## config.mk

```make
export PLATFORM = sky130hd
export DESIGN_NAME = cdb_arbiter
export DESIGN_NICKNAME = d
export VERILOG_FILES = /design/src/rtl/cdb_arbiter_pkg.sv /design/src/rtl/rr_picker.sv /design/src/rtl/cdb_arbiter.sv
export SDC_FILE = /design/constraint.sdc
export NUM_CORES = 1
export LEC_CHECK = 0
export ABC_CLOCK_PERIOD_IN_PS = 3100
export BUFFER_PORTS_ARGS = -buffer_cell sky130_fd_sc_hd__buf_2
export CAP_MARGIN = 20
export CORE_AREA = 8 8 152 154
export CTS_BUF_LIST = sky130_fd_sc_hd__clkbuf_8
export CTS_CLUSTER_DIAMETER = 200
export CTS_CLUSTER_SIZE = 40
export DETAILED_ROUTE_END_ITERATION = 6
export DIE_AREA = 0 0 160 162
export GPL_TIMING_DRIVEN = 0
export MAX_ROUTING_LAYER = met4
export PLACE_DENSITY = 0.85
export RECOVER_POWER = 50
export SLEW_MARGIN = 20
export SYNTH_ARGS = -nofsm -noshare
export SYNTH_HDL_FRONTEND = slang
export SYNTH_SLANG_ARGS = --single-unit
```

## constraint.sdc

```tcl
create_clock -name clock -period 3.1 [get_ports clock]
set_input_delay 0.31 -clock clock [delete_from_list [all_inputs] [get_ports clock]]
set_output_delay 0.31 -clock clock [all_outputs]
set_load 0.05 [all_outputs]
```

## src/rtl/cdb_arbiter_pkg.sv

```systemverilog
// Shared types for the common data bus arbiter.
// Holds the RESULT bundle and the widths it is built from.
package cdb_arbiter_pkg;

  localparam int XLEN      = 32;
  localparam int ROB_TAG_W = 6;

  typedef struct packed {
    logic [XLEN-1:0]      value;
    logic [ROB_TAG_W-1:0] ROB_tag;
  } RESULT;

  // Pointer that follows grant index g in a ring of n entries.
  function automatic int unsigned rr_next(
    input int unsigned g,
    input int unsigned n
  );
    return (g == n - 1) ? 0 : g + 1;
  endfunction

endpackage

```

## src/rtl/rr_picker.sv

```systemverilog
// Round-robin picker: one-hot grant of the first request at or after ptr.
// Ports: req[N] requests, ptr start index, gnt one-hot grant, any = |req.
module rr_picker #(
  parameter  int N  = 5,
  localparam int PW = $clog2(N)
) (
  input  logic [N-1:0]  req,
  input  logic [PW-1:0] ptr,
  output logic [N-1:0]  gnt,
  output logic          any
);

  logic [2*N-1:0] dbl;
  logic [N-1:0]   rot;
  logic [N-1:0]   sel;
  logic [2*N-1:0] back;
  logic           found;

  // Rotate req so ptr sits at bit 0, pick the lowest set bit,
  // then rotate the one-hot back by folding the upper half down.
  always_comb begin
    dbl   = {req, req} >> ptr;
    rot   = dbl[N-1:0];
    sel   = '0;
    found = 1'b0;
    for (int i = 0; i < N; i++) begin
      if (rot[i] && !found) begin
        sel[i] = 1'b1;
        found  = 1'b1;
      end
    end
    back = {{N{1'b0}}, sel} << ptr;
    gnt  = back[N-1:0] | back[2*N-1:N];
  end

  assign any = |req;

endmodule

```

## src/rtl/cdb_arbiter.sv

```systemverilog
// CDB arbiter: one result slot per FU, round-robin grant of one slot per cycle.
// Ports: clock/reset/squash, fu_valid/fu_results/fu_ready, held_results, select_flag/select_signal, pending_count.
module cdb_arbiter
  import cdb_arbiter_pkg::*;
#(
  parameter  int FU_NUM = 5,
  localparam int PW     = $clog2(FU_NUM),
  localparam int CW     = $clog2(FU_NUM+1)
) (
  input  logic                 clock,
  input  logic                 reset,
  input  logic                 squash,
  input  logic [FU_NUM-1:0]    fu_valid,
  input  RESULT [FU_NUM-1:0]   fu_results,
  output logic [FU_NUM-1:0]    fu_ready,
  output RESULT [FU_NUM-1:0]   held_results,
  output logic                 select_flag,
  output logic [FU_NUM-1:0]    select_signal,
  output logic [CW-1:0]        pending_count
);

  logic [FU_NUM-1:0]  slot_valid_q, slot_valid_d;
  RESULT [FU_NUM-1:0] slot_res_q, slot_res_d;
  logic [PW-1:0]      rr_ptr_q, rr_ptr_d;
  logic [FU_NUM-1:0]  gnt;
  logic               any;
  logic [PW-1:0]      gnt_idx;

  rr_picker #(.N(FU_NUM)) u_pick (
    .req (slot_valid_q),
    .ptr (rr_ptr_q),
    .gnt (gnt),
    .any (any)
  );

  assign select_signal = gnt;
  assign select_flag   = any;
  assign held_results  = slot_res_q;
  // A granted slot empties on this edge, so it can take a new result.
  assign fu_ready      = ~slot_valid_q | gnt;

  always_comb begin
    gnt_idx = '0;
    for (int i = 0; i < FU_NUM; i++) begin
      if (gnt[i]) gnt_idx = PW'(i);
    end
  end

  always_comb begin
    slot_valid_d = slot_valid_q;
    slot_res_d   = slot_res_q;
    rr_ptr_d     = rr_ptr_q;
    if (squash) begin
      slot_valid_d = '0;
    end else begin
      for (int i = 0; i < FU_NUM; i++) begin
        // Refill wins over drain on the same slot.
        if (fu_valid[i] && fu_ready[i]) begin
          slot_valid_d[i] = 1'b1;
          slot_res_d[i]   = fu_results[i];
        end else if (gnt[i]) begin
          slot_valid_d[i] = 1'b0;
        end
      end
      if (any) begin
        rr_ptr_d = PW'(rr_next(32'(gnt_idx), FU_NUM));
      end
    end
  end

  always_comb begin
    pending_count = '0;
    for (int i = 0; i < FU_NUM; i++) begin
      pending_count = pending_count + CW'(slot_valid_q[i]);
    end
  end

  always_ff @(posedge clock) begin
    if (reset) begin
      slot_valid_q <= '0;
      slot_res_q   <= '0;
      rr_ptr_q     <= '0;
    end else begin
      slot_valid_q <= slot_valid_d;
      slot_res_q   <= slot_res_d;
      rr_ptr_q     <= rr_ptr_d;
    end
  end

endmodule

```

---- Word level (Yosys, flattened, before mapping) ----
Cells that the tools add are included.
cells by class
  add/subtract/negate cells ............... 5
  multiply operators ...................... 0
  divide/modulo/power cells ............... 0
  $lt $le $gt $ge ......................... 0
  equal/unequal tests ..................... 1
  shift operators ......................... 2
  muxes and demuxes ....................... 23
  bitwise operators ....................... 4
  reduce and logical (&&, ||, !) cells .... 26
operator list
  kind                                         number
  two-way mux 1 bit                            19
  two-way mux 3 bit                            4
  AND reduction 2 bit                          6
  bitwise OR 5 bit                             2
  nonzero test 2 bit                           5
  << shifter 5 x 3 -> 10 bit                   1
  right shift 10 x 3 -> 5 bit                  1
  logical AND 1 bit                            9
  adder 3 x 1 -> 3 bit                         2
  inverter 5 bit                               1
  OR reduction 5 bit                           1
  logical NOT 1 bit                            4
  adder 2 x 1 -> 3 bit                         1
  adder 3 x 1 -> 3 bit, second input constant  1
  equality test 3 bit, second input constant   1
  adder 1 x 1 -> 2 bit                         1
  OR reduction 2 bit                           1
  inverter 1 bit                               1
storage, ports and cells
  flip-flop bits (word level) ............. 198
  latch bits .............................. 0
  memory bits (writable) .................. 0
  ROM bits ................................ 0
  input bits .............................. 198
  word-level logic and storage cells ...... 77
  memories kept ........................... 0

---- Longest topological paths before layout ----
Gate-level depths: netlist (run 1).
  depth after elaboration ................. 22
  gate-level depth with buffers ........... 12
  depth with buffers taken out ............ 10

---- Modules after synthesis ----
Synthesis (run 1) repeated with hierarchy kept, for this count alone.
unflattened totals
  cell total of the unflattened synthesis .. 971
  area total of the unflattened synthesis .. 8839.7 µm²
modules (own cells, without submodules)
  module       times used  cells each  area each (µm²)  seq. area each (µm²)
  cdb_arbiter  1           875         8189.1           3963.8
  rr_picker    1           96          650.6            0.0

---- Least setup slack after synthesis (run 1) ----
No wires, ideal clock.
  path kind ............................... flip-flop to output port
  from .................................... register rr_ptr_q[1]
  to ...................................... output fu_ready[0]
  arrival time ............................ 3.005 ns
  data required time ...................... 2.790 ns
  setup slack ............................. -0.215 ns
  stages on the path, launching flop included .. 8
  cells stage by stage .................... dfxtp_1 -> buf_4 -> mux2_1 -> a211o_1 -> o21ai_1 -> a21boi_1 -> o31ai_1 -> or2_2
on the way
  word-level cells in the longest chain between the ends .. 17
ends and longest elaborated chain
  element                         RTL line           source
  start, declared                 cdb_arbiter.sv:24  logic [PW-1:0] rr_ptr_q, rr_ptr_d;
  start signal, assigned          cdb_arbiter.sv:86  rr_ptr_q <= rr_ptr_d;
  right shift 10 x 3 -> 5 bit     rr_picker.sv:22    dbl = {req, req} >> ptr;
  two-way mux 1 bit               rr_picker.sv:27    if (rot[i] && !found) begin
  logical NOT 1 bit               rr_picker.sv:27
  logical AND 1 bit               rr_picker.sv:27
  two-way mux 1 bit               rr_picker.sv:27
  logical NOT 1 bit               rr_picker.sv:27
  logical AND 1 bit               rr_picker.sv:27
  two-way mux 1 bit               rr_picker.sv:27
  [2 not listed]                  n/a
  two-way mux 1 bit               rr_picker.sv:27
  logical NOT 1 bit               rr_picker.sv:27
  logical AND 1 bit               rr_picker.sv:27
  two-way mux 1 bit               rr_picker.sv:27
  << shifter 5 x 3 -> 10 bit (*)  rr_picker.sv:32    back = {{N{1'b0}}, sel} << ptr;
  bitwise OR 5 bit (*)            rr_picker.sv:33    gnt = back[N-1:0] | back[2*N-1:N];
  via select_signal[0]            cdb_arbiter.sv:18  output logic [FU_NUM-1:0] select_signal,
  bitwise OR 5 bit (*)            cdb_arbiter.sv:40  assign fu_ready = ~slot_valid_q | gnt;
  end, declared                   cdb_arbiter.sv:15  output logic [FU_NUM-1:0] fu_ready,
The timed path passes the listed nets; every way through them passes the cells marked *.

---- Final worst setup path (run 1) ----
  from .................................... register slot_valid_q[4]
  to ...................................... output fu_ready[1]
on the way
  word-level cells in the longest chain between the ends .. 17
ends and longest elaborated chain
  element                          RTL line           source
  start, declared                  cdb_arbiter.sv:22  logic [FU_NUM-1:0] slot_valid_q, slot_valid_d;
  start signal, assigned           cdb_arbiter.sv:84  slot_valid_q <= slot_valid_d;
  right shift 10 x 3 -> 5 bit (*)  rr_picker.sv:22
  two-way mux 1 bit                rr_picker.sv:27
  logical NOT 1 bit                rr_picker.sv:27
  logical AND 1 bit                rr_picker.sv:27
  two-way mux 1 bit                rr_picker.sv:27
  logical NOT 1 bit                rr_picker.sv:27
  logical AND 1 bit                rr_picker.sv:27
  two-way mux 1 bit                rr_picker.sv:27
  logical NOT 1 bit                rr_picker.sv:27
  logical AND 1 bit                rr_picker.sv:27
  two-way mux 1 bit                rr_picker.sv:27
  logical NOT 1 bit                rr_picker.sv:27
  logical AND 1 bit                rr_picker.sv:27
  two-way mux 1 bit                rr_picker.sv:27
  << shifter 5 x 3 -> 10 bit (*)   rr_picker.sv:32
  bitwise OR 5 bit (*)             rr_picker.sv:33
  bitwise OR 5 bit (*)             cdb_arbiter.sv:40
Every way passes the cells marked *; elsewhere a longest branch is shown, timed or not.

==> flow_summary.yaml, run 1 <==
grt:
  grt_pass1_wl_mm: 45.2
  grt_util_all_layers_pct: 22.8
  grt_max_degree: 22
  grt_pass1_vias: 8095
  antenna_found_initial: 1
  overflow: 0
final_layout:
  finalNonFillerCells: 1595
  seqCellArea_mm2: 0.00397
  final_util_pct: 55.4
  final_common_cell: "clkbuf_1"
  layout_common_cells: "clkbuf_1 (223), buf_2 (212), mux2i_1 (194)"
  fin_nets: 1508
  syn_to_final_growth_pct: 30.3
  fillCellCount: 1886
  multi_input_area_mm2: 0.00448
  drive_above_1_share_pct: 23.5
worst_setup_path:
  path_cells: "buf_2 > mux2i_4 > nand4_1 > o211a_2 > o2bb2a_4 > mux2_2 > nand2_1 > clkbuf_4"
  cp-end-kind: "output port"
  critPathMaxFanout: 10
  critPathBufInv: 2
  worst-setup-path-type: "register to output port"
  crit_path_start_kind: "register"
  arrival_ps: 2700
  crit_required_ps: 2790
  cp_slowest_cell: "dfxtp_2"
  crit_path_max_incr_delay_ps: 450
  path_delay_family: "buffers and inverters"
route:
  avgRoutedWirePerCell_um: 19.2
  detail-route-antenna-nets: 0
  drt_wl_total_mm: 30.6
  drtPass1Iterations: 5
  viasPerCell: 5.01
  drt_iter0_markers: 464
  drc: 0
  num_vias: 7986
synthesis:
  synth_compound_area_share_pct: 5.44
  ys_types: 64
  ys.flop_type: "dfxtp_1"
  synth_top_family_by_area: "multiplexers"
  synth_area_per_cell_um2: 9.99
  synth_fa_ha_area_share_pct: 1.02
  synth_edf_count: 0
  synthXorXnorAreaFrac_pct: 0.199
  synthSimpleGateAreaFrac_pct: 20.4
  synthMuxAreaShare_pct: 22.8
  synth_seq_area_share_pct: 45.0
  synth_cells: 881
  syn_area_mm2: 0.00880
  synthArstFlopShare_pct: 0
  synth_fp_nets: 1085
  synth_seq_cells: 198
  ys_warn_count: 0
hold_path:
  hold_path_class: "primary input to register"
power_and_ir_drop:
  power_frac_seq_pct: 43.4
  total_power_mw: 6.46
  p_comb_share_pct: 30.1
  powerDensity_mw_per_mm2: 563
  peakVddDrop_v: 0.000408
  power.switching_mw: 2.52
  p_leak_nw: 4.88
  swShare_pct: 39.0
  internal-power_mw: 3.94
  p_clk_share_pct: 26.5
placement:
  io_buffer_count: 400
  dp_hpwl_mm: 24.6
  dp_cells: 1556
  gp_congestion: 0.928
cts:
  tritoncts: "done"
  clock_path_buffers: 2
  h-tree-depth: 4
  numCtsBuffers: 17
  cts_root_buf: "clkbuf_8"
  path_clk_slew_ps: 130
  hold_buffers: 0
  clk_latency_ps: 460
  cts_sinks: 198
sta:
  period_minus_slack_ps: 3010
  tightestPinTransition_ps: 753
  period_share_pct: 97.2
  rsz0062_at_grt: "false"
  fmax_ghz: 0.332
  hold_viol: 0
  max-slew-margin-rel_pct: 49.1
  setup_viol: 0
  drv_slew: 0
  skew_ps: 23.0
die:
  num_rows: 53
  initial_core_util_pct: 42.6
  core_mm2: 0.0207
  die_y_um: 162
  fp.dieArea_mm2: 0.0259
  fp.dieW_um: 160
  io_pins: 402
job:
  drv_cap: 0
status:
  status: "finished clean"
## worst paths after layout
| path | cells past startpoint | slack, ps | from | to |
|---|---|---|---|---|
| setup reg to reg | 10 | 200 | rr_ptr_q[1] | held_results[148] |
| hold / removal | 3 | 80 | fu_results[14] | held_results[14] |
| setup / recovery | 8 | 90 | slot_valid_q[4] | fu_ready[1] |
| hold reg to reg | 2 | 470 | held_results[108] | held_results[108] |
## repair_timing
| action | CTS | global route |
|---|---|---|
| gates cloned | 0 | 1 |
| gates resized for setup | 11 | 30 |
| hold endpoints to repair | 0 | 0 |
| setup buffers | 0 | 3 |
| endpoints found under the setup margin | 9 | 33 |
| pin swaps | 0 | 3 |
## power groups by stage
stage / logic, mW / clock network (mW) / registers (mW)
after floorplan: 0.882 / 0 / 3.35
after global placement: 1.91 / 0 / 2.84
after detailed placement: 1.92 / 0 / 2.85
after CTS: 1.94 / 1.75 / 2.79
after global routing: 2.05 / 1.86 / 2.82
final: 1.95 / 1.71 / 2.80
## synth_stat cells (6+ instances only)
cell / count / area, um^2
mux2i_1: 198 / 1980
nand2_1: 12 / 45.0
o21ai_0: 7 / 35.0
inv_1: 11 / 41.3
dfxtp_1: 198 / 3960
nor2_1: 126 / 473
buf_6: 7 / 78.8
buf_8: 6 / 90.1
a21oi_1: 9 / 45.0
o2111ai_1: 6 / 52.6
clkbuf_1: 34 / 128
buf_4: 7 / 52.6
nand2b_1: 159 / 995
nor2b_1: 8 / 50.1
buf_2: 11 / 55.1
## area by class of cell
cell class	count	area share [%]
sequential	198	34.6
tap	275	3.00
timing repair buffer	404	15.7
clock buffer	17	2.04
antenna	3	0.0654
buffer	66	3.62
clock inverter	15	1.49
inverter	12	0.393
multi-input combinational	605	39.0
## sequential cells by signal, summed over array words and instances (netlist names)
signal	cells
held_results	190
slot_valid_q	5
rr_ptr_q	3
## through the flow
stage	hold WS (ps)	worst slack, ps	TNS, ps	cell area, um^2
floorplan	434	271	0	8810
global placement	455	12.1	0	11200
detailed placement	458	78.6	0	11200
CTS	37.6	-32.9	-32.9	11600
global route	28.7	8.73	0	11500
finish	75.7	87.6	0	11500
## worst register-to-register path, stage by stage, from the launching register on
cell and delay, ps:
dfxtp_2 380, buf_6 160, mux2i_4 270, mux2i_1 160
o211ai_4 320, mux2i_1 300, o2111ai_2 260, a21oi_1 280
buf_4 280, buf_6 210, mux2i_1 210
## cells by family (layout without fill, tap and decap cells)
| group | count (synthesis) | after routing |
|---|---|---|
| AND/OR/NAND/NOR | 338 | 338 |
| flip-flops | 198 | 198 |
| multiplexers | 200 | 200 |
| AO/OA/AOI/OAI | 59 | 59 |
| other | 0 | 3 |
| XOR/XNOR | 2 | 2 |
| buffers and inverters | 78 | 514 |
| adder cells (fa/ha/maj) | 6 | 6 |
## layer usage
| metal | vias to the layer above | track usage [%] | wire, um |
|---|---|---|---|
| met5 | - | - | 0 |
| met4 | 0 | 7.52 | 641 |
| li1 | 3811 | - | - |
| met3 | 45 | 4.33 | 1620 |
| met2 | 309 | 39.4 | 16100 |
| met1 | 3821 | 26.2 | 12300 |
No activity file was read; power rests on OpenSTA's default activity.
==> run 2: changes to the inputs <==
--- a/config.mk
+++ b/config.mk
@@ -6,7 +6,6 @@
 export NUM_CORES = 1
 export LEC_CHECK = 0
 export ABC_CLOCK_PERIOD_IN_PS = 3100
-export BUFFER_PORTS_ARGS = -buffer_cell sky130_fd_sc_hd__buf_2
 export CAP_MARGIN = 20
 export CORE_AREA = 8 8 152 154
 export CTS_BUF_LIST = sky130_fd_sc_hd__clkbuf_8
@@ -14,9 +13,10 @@
 export CTS_CLUSTER_SIZE = 40
 export DETAILED_ROUTE_END_ITERATION = 6
 export DIE_AREA = 0 0 160 162
+export DONT_BUFFER_PORTS = 1
 export GPL_TIMING_DRIVEN = 0
 export MAX_ROUTING_LAYER = met4
-export PLACE_DENSITY = 0.85
+export PLACE_DENSITY = 0.68
 export RECOVER_POWER = 50
 export SLEW_MARGIN = 20
 export SYNTH_ARGS = -nofsm -noshare
==> flow_summary.yaml, run 2 (synthesized netlist as in run 1, its figures left out) <==
die:
  num_rows: 53
  io_pins: 402
  core_mm2: 0.0207
  die_y_um: 162
  initial_core_util_pct: 42.6
  fp.dieW_um: 160
  fp.dieArea_mm2: 0.0259
worst_setup_path:
  ff2ff_setup_slack_ps: 130
  worst-setup-path-type: "register to output port"
  cp_slowest_cell: "o31ai_4"
  arrival_ps: 2820
  critPathMaxFanout: 10
  crit_path_max_incr_delay_ps: 610
  r2r-start: "rr_ptr_q[1]"
  r2r_cells: 11
  cp-startpoint: "rr_ptr_q[1]"
  cp-end-kind: "output port"
  path_cells: "buf_8 > clkbuf_4 > nand3b_1 > o211ai_1 > nand4_1 > o21a_2 > o31ai_4 > or2_4"
  crit_required_ps: 2790
  rr_endpoint: "held_results[143]"
  crit_path_start_kind: "register"
  setup.worst_path.end: "fu_ready[0]"
cts:
  clk_latency_ps: 460
  path_clk_slew_ps: 130
  tritoncts: "done"
  cts_root_buf: "clkbuf_8"
  clock_path_buffers: 2
  numCtsBuffers: 17
  h-tree-depth: 4
  cts_sinks: 198
power_and_ir_drop:
  p_comb_share_pct: 21.7
  p_clk_share_pct: 26.4
  swShare_pct: 38.7
  internal-power_mw: 3.98
  p_leak_nw: 4.66
  power.switching_mw: 2.52
  powerDensity_mw_per_mm2: 553
  peakVddDrop_v: 0.000288
  power_frac_seq_pct: 51.9
placement:
  gp_congestion: 0.917
  io_buffer_count: 0
  dp_hpwl_mm: 21.8
  dp_cells: 1156
  placed_area_mm2: 0.00915
status:
  violations: "setup timing"
  status: "finished, violations left"
sta:
  rsz0062_at_grt: "true"
  layout_setup_ws_ps: -28.7
  tightestPinTransition_ps: 707
  period_share_pct: 101
  setup_viol: 1
  hold_viol: 0
  skew_ps: 21.1
  period_minus_slack_ps: 3130
  max-slew-margin-rel_pct: 52.2
  fmax_ghz: 0.320
  drv_slew: 0
final_layout:
  seqCellArea_mm2: 0.00398
  final_common_cell: "mux2i_1"
  finalNonFillerCells: 1392
  layout_common_cells: "mux2i_1 (196), dlygate4sd3_1 (195), dfxtp_1 (191)"
  largest_reg_flops: 190
  syn_to_final_growth_pct: 33.3
  drive_above_1_share_pct: 9.97
  multi_input_area_mm2: 0.00449
  fin_nets: 1304
  fillCellCount: 1742
  final_cell_area_mm2: 0.0117
route:
  num_vias: 7463
  drt_wl_total_mm: 31.6
  viasPerCell: 5.36
  drt_iter0_markers: 482
  avgRoutedWirePerCell_um: 22.7
  drtPass1Iterations: 4
  drc: 0
  detail-route-antenna-nets: 0
grt:
  grt_pass1_vias: 8080
  grt_util_all_layers_pct: 23.9
  grt_pass1_wl_mm: 47.7
  overflow: 0
  grt_max_degree: 22
  antenna_found_initial: 4
hold_path:
  hold_path_class: "primary input to register"
  hold_depth: 4
job:
  drv_cap: 0
[run 2: cell type report]
class / count / share of cell area, %
buffer: 66 / 3.73
sequential: 198 / 33.9
timing repair buffer: 200 / 17.1
tap: 275 / 2.93
multi-input combinational: 605 / 38.3
clock inverter: 15 / 1.54
antenna: 4 / 0.0853
inverter: 12 / 0.448
clock buffer: 17 / 1.99
[run 2: worst min path at each step]
stage | startpoint | to | slack, ps
CTS | fu_valid[2] | held_results[80] | 250
finish | fu_valid[3] | held_results[118] | 300
global placement | fu_valid[4] | slot_valid_q[4] | 440
global route | fu_valid[3] | held_results[118] | 270
detailed placement | fu_valid[4] | slot_valid_q[4] | 440
floorplan | fu_valid[4] | slot_valid_q[4] | 430
[run 2: timing repair]
| item | in CTS | in global routing |
|---|---|---|
| buffers inserted | 4 | 0 |
| gates resized for setup | 22 | 27 |
| hold buffers | 195 | 0 |
| setup endpoints to repair | 14 | 72 |
| pin swaps | 6 | 5 |
| hold endpoints to repair | 195 | 0 |
| cloned | 0 | 1 |
[run 2: power groups by stage]
stage,clock network (mW),registers [mW],logic [mW]
finish,1.71,3.37,1.41
global route,1.84,3.39,1.51
CTS,1.77,3.36,1.32
detailed placement,0,3.42,1.06
global placement,0,3.42,1.05
floorplan,0,3.35,0.882
[run 2: layer usage]
layer / track usage (%) / up-vias / part of all wire, %
li1: - / 3415 / -
met1: 25.1 / 3639 / 37
met2: 41.3 / 328 / 52
met3: 7.59 / 81 / 7.3
met4: 9.69 / 0 / 3.4
met5: - / - / 0
[run 2: worst max-delay path, delay by kind of cell (launching register included)]
kind | cells | cell delay [ps]
DFF | 1 | 400
AOI/OAI and AO/OA | 3 | 1000
buffers and inverters | 2 | 330
and+or+nand+nor | 3 | 630
[run 2: per-stage QoR]
stage	hold WS [ps]	total power [mW]	setup TNS, ps	setup WS [ps]	util, %
after global routing	272	6.74	-296	-147	56.7
after floorplan	434	4.23	0	271	-
final	297	6.49	-28.7	-28.7	56.7
after detailed placement	439	4.48	-429	-212	44.2
after CTS	253	6.45	-102	-61.1	56.1
after global placement	436	4.47	-789	-231	44.2
==> run 3: changes to the inputs <==
--- a/config.mk
+++ b/config.mk
@@ -9,7 +9,6 @@
 export CAP_MARGIN = 20
 export CORE_AREA = 8 8 152 154
 export CTS_BUF_LIST = sky130_fd_sc_hd__clkbuf_8
-export CTS_CLUSTER_DIAMETER = 200
 export CTS_CLUSTER_SIZE = 40
 export DETAILED_ROUTE_END_ITERATION = 6
 export DIE_AREA = 0 0 160 162
==> constraint.sdc (replaced) <==
create_clock -name clock -period 3.1 [get_ports clock]
set_input_delay 0.155 -clock clock [delete_from_list [all_inputs] [get_ports clock]]
set_output_delay 0.155 -clock clock [all_outputs]
set_load 0.05 [all_outputs]
==> flow_summary.yaml, run 3 (synthesized netlist as in run 1, its figures left out) <==
placement:
  io_buffer_count: 0
  gp_congestion: 0.917
  placed_area_mm2: 0.00915
  dp_cells: 1156
  dp_hpwl_mm: 21.8
route:
  drt_wl_total_mm: 31.6
  drc: 0
  avgRoutedWirePerCell_um: 22.8
  viasPerCell: 5.35
  drtPass1Iterations: 4
  detail-route-antenna-nets: 0
  drt_iter0_markers: 487
  num_vias: 7443
cts:
  path_clk_slew_ps: 120
  cts_sinks: 198
  clock_path_buffers: 2
  clk_latency_ps: 460
  h-tree-depth: 4
  cts_root_buf: "clkbuf_8"
  numCtsBuffers: 17
  tritoncts: "done"
sta:
  hold_viol: 0
  max-slew-margin-rel_pct: 52.2
  period_share_pct: 96.9
  fmax_ghz: 0.333
  setup_viol: 0
  skew_ps: 21.6
  drv_slew: 0
  period_minus_slack_ps: 3000
  tightestPinTransition_ps: 707
  fin_hold_ws_ps: 165
  tns_ps: 0
hold_path:
  hold_depth: 4
  min_from: "fu_valid[2]"
  hold_path_class: "primary input to register"
  holdPathEnd: "held_results[85]"
grt:
  antenna_found_initial: 4
  grt_pass1_wl_mm: 47.6
  grt_max_degree: 22
  overflow: 0
  grt_util_all_layers_pct: 23.8
  grt_pass1_vias: 8029
worst_setup_path:
  path_delay_family: "compound AO/OA/AOI/OAI gates"
  crit_path_start_kind: "register"
  critPathMaxFanout: 10
  worst-setup-path-type: "register to output port"
  rr_endpoint: "held_results[22]"
  path_cells: "buf_4 > or3_4 > o211ai_1 > nand4_1 > o21a_2 > o31ai_4 > or2_4"
  ff2ff_setup_slack_ps: 120
  crit_path_max_incr_delay_ps: 620
  r2r-start: "rr_ptr_q[1]"
  cp_slowest_cell: "o31ai_4"
  critPathBufInv: 1
  crit_required_ps: 2940
  cp-end-kind: "output port"
  r2r_cells: 11
  cp-startpoint: "rr_ptr_q[1]"
  arrival_ps: 2850
final_layout:
  largest_reg_flops: 190
  fin_nets: 1302
  drive_above_1_share_pct: 9.00
  fillCellCount: 1752
  final_cell_area_mm2: 0.0116
  multi_input_area_mm2: 0.00445
  layout_common_cells: "dlygate4sd3_1 (195), mux2i_1 (194), dfxtp_1 (191)"
  syn_to_final_growth_pct: 32.1
  finalNonFillerCells: 1390
  final_util_pct: 56.2
  seqCellArea_mm2: 0.00398
  final_common_cell: "dlygate4sd3_1"
die:
  fp.dieArea_mm2: 0.0259
  initial_core_util_pct: 42.6
  die_y_um: 162
  io_pins: 402
  core_mm2: 0.0207
  fp.dieW_um: 160
  num_rows: 53
power_and_ir_drop:
  powerDensity_mw_per_mm2: 553
  p_leak_nw: 4.65
  peakVddDrop_v: 0.000288
status:
  status: "finished clean"
job:
  drv_cap: 0
## run 3: cell types whose count changed in the layout (fill, tap and decap cells not counted), sizes merged
cell,before,now
inv,16,18
clkbuf,53,52
buf,35,34
clkinvlp,4,2
## run 3: worst max path at each step
stage,to,slack [ps],depth (start not counted)
floorplan,slot_valid_q[0],330,8
detailed placement,slot_valid_q[0],-200,8
finish,fu_ready[0],100,7
global placement,slot_valid_q[0],-180,8
CTS,fu_ready[0],5,7
global route,fu_ready[0],-20,7
## run 3: worst register-to-register path, stage by stage (launching register included)
cell      delay [ps]
dfxtp_4          380
buf_8            150
mux2_1           360
a211o_1          320
o21ai_1          110
a21boi_2         110
buf_4            150
o41ai_2          540
buf_6            270
buf_8            180
mux2i_1          240
nor2_1            80
## run 3: report_power, final
| part | leakage [nW] | internal (mW) | switching (mW) |
|---|---|---|---|
| combinational | 2.83 | 0.617 | 0.737 |
| clock | 0.201 | 0.626 | 1.09 |
| sequential | 1.62 | 2.70 | 0.667 |
| total | 4.65 | 3.94 | 2.49 |
## run 3: cell type report
| class | count | share of cell area [%] |
|---|---|---|
| multi-input cells | 605 | 38.2 |
| flip-flops and latches | 198 | 34.2 |
| repair buffers | 198 | 17.0 |
| plain buffers | 66 | 3.62 |
| well taps | 275 | 2.96 |
| clock buffers | 17 | 2.01 |
| clock inverters | 15 | 1.55 |
| inverters | 12 | 0.387 |
| diodes | 4 | 0.0860 |
## run 3: stage by stage
step	power [mW]	setup slack (ps)
after floorplan	4.23	328
after global placement	4.47	-181
after detailed placement	4.48	-203
after CTS	6.43	4.99
after global routing	6.68	-22.0
final	6.44	95.7
## run 3: routing by layer
metal	wire length, um	GRT usage, %	share of wire [%]	up-vias
li1	-	-	-	3410
met1	11800	25.1	37	3635
met2	16500	41.3	52	320
met3	2320	7.39	7.3	78
met4	1020	9.56	3.2	0
met5	0	-	0	-
## run 3: timing repair
| item | 4_1_cts | 5_1_grt |
|---|---|---|
| setup endpoints to repair | 9 | 75 |
| setup buffers | 1 | 2 |
| pin swaps | 3 | 6 |
| resized for setup | 10 | 26 |
| hold buffers | 195 | 0 |
| endpoints found under the hold margin | 195 | 0 |
